$ cat config.mk
export PLATFORM = sky130hd
export DESIGN_NAME = lift_motion_ctrl
export DESIGN_NICKNAME = d
export VERILOG_FILES = /design/src/rtl/lift_motion_ctrl.sv
export SDC_FILE = /design/constraint.sdc
export NUM_CORES = 1
export LEC_CHECK = 0
export CAP_MARGIN = 10
export CORE_MARGIN = 1
export CORE_UTILIZATION = 30
export CTS_CLUSTER_DIAMETER = 40
export DETAILED_ROUTE_END_ITERATION = 8
export GPL_TIMING_DRIVEN = 0
export MAX_ROUTING_LAYER = met4
export PLACE_DENSITY = 0.45
export RECOVER_POWER = 100
export SLEW_MARGIN = 20
export SYNTH_ARGS = -nofsm -noshare
export SYNTH_HDL_FRONTEND = slang
export SYNTH_SLANG_ARGS = --single-unit
$ cat constraint.sdc
create_clock -name clk -period 8.7 [get_ports clk]
set_input_delay 1.74 -clock clk [delete_from_list [all_inputs] [get_ports clk]]
set_output_delay 1.74 -clock clk [all_outputs]
set_load 0.01 [all_outputs]
$ cat src/rtl/lift_motion_ctrl.sv
// SCAN floor scheduler for a stepper-driven lift car: latches calls, picks travel
// direction, counts step periods to track position and times the door dwell.
module lift_motion_ctrl #(
  parameter int FLOORS          = 4,
  parameter int FLOOR_W         = 2,
  parameter int STEP_DIV        = 200001,
  parameter int STEPS_PER_FLOOR = 512,
  parameter int DOOR_TIME       = 750000
) (
  input  logic               clk,
  input  logic               rst,
  input  logic [FLOORS-1:0]  call,
  output logic               dir,
  output logic               step_en,
  output logic [FLOOR_W-1:0] cur_floor,
  output logic               moving,
  output logic               door_open,
  output logic [FLOORS-1:0]  pending,
  output logic [1:0]         fsm_state
);

  localparam int TICK_W = $clog2(STEP_DIV + 1);
  localparam int STEP_W = $clog2(STEPS_PER_FLOOR + 1);
  localparam int DOOR_W = $clog2(DOOR_TIME + 1);

  typedef enum logic [1:0] {
    IDLE = 2'd0,
    UP   = 2'd1,
    DOWN = 2'd2,
    DOOR = 2'd3
  } state_t;

  state_t             state, state_nxt;
  logic               last_dir, last_dir_nxt;
  logic               dir_nxt, step_en_nxt, moving_nxt, door_open_nxt;
  logic [FLOOR_W-1:0] cur_floor_nxt, next_floor;
  logic [FLOORS-1:0]  pending_nxt, merged;
  logic [TICK_W-1:0]  tick_cnt, tick_nxt;
  logic [STEP_W-1:0]  step_cnt, step_nxt;
  logic [DOOR_W-1:0]  dwell_cnt, dwell_nxt;
  logic               above, below, at_end;
  logic               clr;
  logic [FLOOR_W-1:0] clr_floor;

  assign fsm_state = state;
  assign merged    = pending | call;

  always_comb begin
    above = 1'b0;
    below = 1'b0;
    for (int i = 0; i < FLOORS; i++) begin
      if (pending[i] && (i > int'(cur_floor))) above = 1'b1;
      if (pending[i] && (i < int'(cur_floor))) below = 1'b1;
    end
  end

  assign next_floor = (state == DOWN) ? cur_floor - FLOOR_W'(1) : cur_floor + FLOOR_W'(1);
  // End floors always stop the car, so cur_floor can never wrap.
  assign at_end = ((state == UP) && (next_floor == FLOOR_W'(FLOORS - 1))) ||
                  ((state == DOWN) && (next_floor == '0));

  always_comb begin
    state_nxt     = state;
    last_dir_nxt  = last_dir;
    dir_nxt       = dir;
    step_en_nxt   = step_en;
    moving_nxt    = moving;
    door_open_nxt = door_open;
    cur_floor_nxt = cur_floor;
    tick_nxt      = tick_cnt;
    step_nxt      = step_cnt;
    dwell_nxt     = dwell_cnt;
    clr           = 1'b0;
    clr_floor     = cur_floor;

    case (state)
      IDLE: begin
        if (pending[cur_floor]) begin
          state_nxt     = DOOR;
          door_open_nxt = 1'b1;
          dwell_nxt     = '0;
          clr           = 1'b1;
        end else if ((!last_dir && above) || (last_dir && below) || above || below) begin
          // Prefer last_dir; reverse only when nothing lies ahead.
          if ((!last_dir && above) || (!(last_dir && below) && above)) begin
            state_nxt    = UP;
            dir_nxt      = 1'b0;
            last_dir_nxt = 1'b0;
          end else begin
            state_nxt    = DOWN;
            dir_nxt      = 1'b1;
            last_dir_nxt = 1'b1;
          end
          step_en_nxt = 1'b1;
          moving_nxt  = 1'b1;
          tick_nxt    = '0;
          step_nxt    = '0;
        end
      end

      UP, DOWN: begin
        if (tick_cnt == TICK_W'(STEP_DIV - 1)) begin
          tick_nxt = '0;
          if (step_cnt == STEP_W'(STEPS_PER_FLOOR - 1)) begin
            step_nxt      = '0;
            cur_floor_nxt = next_floor;
            if (merged[next_floor] || at_end) begin
              state_nxt     = DOOR;
              step_en_nxt   = 1'b0;
              moving_nxt    = 1'b0;
              door_open_nxt = 1'b1;
              dwell_nxt     = '0;
              clr           = 1'b1;
              clr_floor     = next_floor;
            end
          end else begin
            step_nxt = step_cnt + STEP_W'(1);
          end
        end else begin
          tick_nxt = tick_cnt + TICK_W'(1);
        end
      end

      DOOR: begin
        // Calls at the open floor are absorbed for the whole dwell.
        clr = 1'b1;
        if (dwell_cnt == DOOR_W'(DOOR_TIME - 1)) begin
          state_nxt     = IDLE;
          door_open_nxt = 1'b0;
          dwell_nxt     = '0;
        end else begin
          dwell_nxt = dwell_cnt + DOOR_W'(1);
        end
      end

      default: state_nxt = IDLE;
    endcase

    pending_nxt = pending | call;
    if (clr) pending_nxt[clr_floor] = 1'b0;
  end

  always_ff @(posedge clk or negedge rst) begin
    if (!rst) begin
      state     <= IDLE;
      last_dir  <= 1'b0;
      dir       <= 1'b0;
      step_en   <= 1'b0;
      moving    <= 1'b0;
      door_open <= 1'b0;
      cur_floor <= '0;
      pending   <= '0;
      tick_cnt  <= '0;
      step_cnt  <= '0;
      dwell_cnt <= '0;
    end else begin
      state     <= state_nxt;
      last_dir  <= last_dir_nxt;
      dir       <= dir_nxt;
      step_en   <= step_en_nxt;
      moving    <= moving_nxt;
      door_open <= door_open_nxt;
      cur_floor <= cur_floor_nxt;
      pending   <= pending_nxt;
      tick_cnt  <= tick_nxt;
      step_cnt  <= step_nxt;
      dwell_cnt <= dwell_nxt;
    end
  end

endmodule

==> flow_summary.ini <==
[yosys]
synthTopCellsByArea = dfrtp_1, o21ai_0, o31ai_1, ha_1, nand2_1
yosysSeqAreaShare = 0.398
synthCells = 415
synth_top_area_share = 0.398
synth_commonest_cells = dfrtp_1, o21ai_0, nand2_1
async_reset_ff_frac = 1.00
synth.ff_latch_count = 59
synth_edf_count = 0
ys_types = 57
yosysMostFrequentCell = dfrtp_1
syn_area_per_cell_um2 = 8.93
yosysWarnings = 0
ys.flop_type = dfrtp_1
yosys.area.top_type = dfrtp_1
netlist_area_um2 = 3710
syn_nets = 436

[worst_hold_path]
min_path_cells = 1
hold_path_end = dwell_cnt[13]
worstHoldStart = dwell_cnt[13]
hold_path.class = reg2reg

[layout]
area_growth_syn_to_layout_pct = 15.0
regArea_um2 = 1480
n_antenna_cell = 0
drive_gt1_frac = 0.0516
post-route-util = 0.355
multiInputGateArea_um2 = 2060
nets = 465
n_fill_cell = 1250
final_cells = 593

[power]
comb_power_share = 0.013
pwr-share-clk = 0.526
p_int_mw = 0.472
peakVddDrop_mv = 0.0797
p_seq_frac = 0.461
p_leak_nw = 1.68
power.density_nw_per_um2 = 140
netSwitchingFraction = 0.208
p_sw_mw = 0.124

[sta]
finalHoldViolations = 0
fin_crit_ps = 4820
rsz0062_at_grt = false
setup_slack_ps = 3880
max_freq_mhz = 208
fin_setup_tns_ps = 0
clock_skew_ps = 5.34
slew_viol_final = 44
whs_ps = 491
worstMarginPinSlew_ps = 2450
setup_viol = 0
post-route-period-util = 0.554
relSlewSlack = -0.635

[cts]
clk_latency_ps = 330
cts_tree = built
cts-root-buf = clkbuf_16
cts_setup_buffers = 0
clock-sinks = 59
cts-buffers-inserted = 9
cts_hold_buf = 0
cts_resized = 0
htree_levels = 3
clkSlewWorstSetupHoldPaths_ps = 50
clockBufferDepth = 2

[critical_path]
reg2reg_depth = 11
startpoint_type = input pin
r2r_end = dwell_cnt[2]
crit_fanout = 10
r2r_slack_ps = 4520
critical_path_class = in2reg
r2r-start = cur_floor[0]
critPathCaptureType = register
required_ps = 8880
cp_data_arrival_time_ps = 4990

[floorplanning]
rows = 40
die_h_um = 113
io_pins = 18
core_area_um2 = 12000
initial_core_util = 0.309
die_w_um = 113
die-area_um2 = 12800

[run_status]
violations = max-capacitance violations, max-slew violations
status = finished, violations left

[global_route]
grt_pass1_vias = 3127
antenna_found_initial = 0
track_usage = 0.166
gr-total-overflow = 0
grt_pass1_wl_mm = 16.0
grt_max_degree = 44

[placed_design]
routabilityCongestion = 0.796
pre_cts_ws_ps = 4370
port_buffers = 17
hpwl_mm = 6.72
dp_cells = 580

[run]
maxCapViolCount = 1

[routing]
via_per_inst = 5.49
drc_errors = 0
ant_nets = 0
routed_wl_mm = 9.62
dr.pass1.iters = 4
vias = 3254
first_iter_violations = 256
post_drt_wl_per_cell_um = 16.2
[per-stage QoR]
| step | power [mW] | cell area, µm² |
|---|---|---|
| after floorplan | 0.280 | 3710 |
| after global placement | 0.288 | 4060 |
| after detailed placement | 0.290 | 4090 |
| after CTS | 0.610 | 4340 |
| after global routing | 0.619 | 4260 |
| final | 0.596 | 4260 |
[logic make-up after synthesis]
| group | after synthesis | synth area share |
|---|---|---|
| buffers and inverters | 32 | 0.0385 |
| flip-flops | 59 | 0.398 |
| multiplexers | 5 | 0.0172 |
| AO/OA/AOI/OAI | 129 | 0.238 |
| AND/OR/NAND/NOR | 170 | 0.245 |
| XOR/XNOR | 5 | 0.0118 |
| adder cells (fa/ha/maj) | 15 | 0.0506 |
[cells in the final DEF (no fill, tap or decap), types with 2 or more instances in the layout]
cell / n
nor2_1: 31
xnor2_1: 4
dlygate4sd3_1: 13
nor4b_1: 4
nand4_1: 6
nand2b_1: 12
clkbuf_1: 20
o21ai_0: 50
o31ai_2: 4
and3_1: 7
a21oi_1: 13
a31oi_1: 4
a41oi_1: 2
a221oi_1: 5
o41ai_1: 7
nor3_1: 9
or4_1: 5
nor2b_1: 6
and2_1: 5
a21o_1: 3
a2111oi_0: 2
nand3_1: 27
nand2_1: 39
mux2i_1: 3
o31ai_1: 28
or3_1: 4
clkbuf_16: 9
buf_1: 2
clkdlybuf4s50_1: 3
nand4b_1: 3
dfrtp_1: 59
inv_1: 12
ha_1: 15
o211ai_1: 4
buf_2: 2
[routing by layer]
metal / wire length [µm] / track usage / vias to the layer above / share of wire
li1: - / - / 1621 / -
met1: 4970 / 0.218 / 1582 / 0.52
met2: 4300 / 0.251 / 42 / 0.45
met3: 247 / 0.0370 / 9 / 0.026
met4: 112 / 0.0553 / 0 / 0.012
met5: 0 / - / - / 0
[how the worst max path moves through the flow]
stage | from | to | slack (ps) | cells past startpoint
2_1_floorplan | call[3] | dwell_cnt[19] | 5160 | 8
3_3_place_gp | rst | step_cnt[0] | 3690 | 1
3_5_place_dp | call[3] | dwell_cnt[8] | 4370 | 8
4_1_cts | call[3] | dwell_cnt[18] | 4700 | 8
5_1_grt | rst | tick_cnt[15] | 3590 | 2
6_report | call[3] | dwell_cnt[2] | 3880 | 9
[state kept, by name (all words and copies together) (netlist names)]
| signal | cells |
|---|---|
| moving | 1 |
| door_open | 1 |
| cur_floor | 2 |
| dwell_cnt | 20 |
| pending | 4 |
| last_dir | 1 |
| tick_cnt | 18 |
| step_cnt | 10 |
| fsm_state | 2 |
[layout make-up]
cell class	instances	area share
Timing Repair Buffer	18	0.0393
Tap cell	147	0.0431
Sequential cell	59	0.346
Multi-Input combinational cell	324	0.483
Clock buffer	13	0.0587
Inverter	12	0.0106
Buffer	20	0.0191
[power by group through the flow]
| stage | sequential, mW | clock [mW] | combinational [mW] |
|---|---|---|---|
| floorplan | 0.280 | 0 | 0.000154 |
| global placement | 0.280 | 0 | 0.00868 |
| detailed placement | 0.279 | 0 | 0.0101 |
| CTS | 0.275 | 0.325 | 0.0103 |
| global route | 0.275 | 0.335 | 0.00937 |
| finish | 0.275 | 0.313 | 0.00763 |
[worst max-delay path, cell delays in order]
cell,delay (ps)
dlygate4sd3_1,550
or3_1,330
or4_1,420
and4b_1,250
a31oi_1,350
or3_1,180
clkbuf_1,440
clkbuf_1,540
o21ai_0,190
Note: power is estimated with default switching activity, not from simulation.
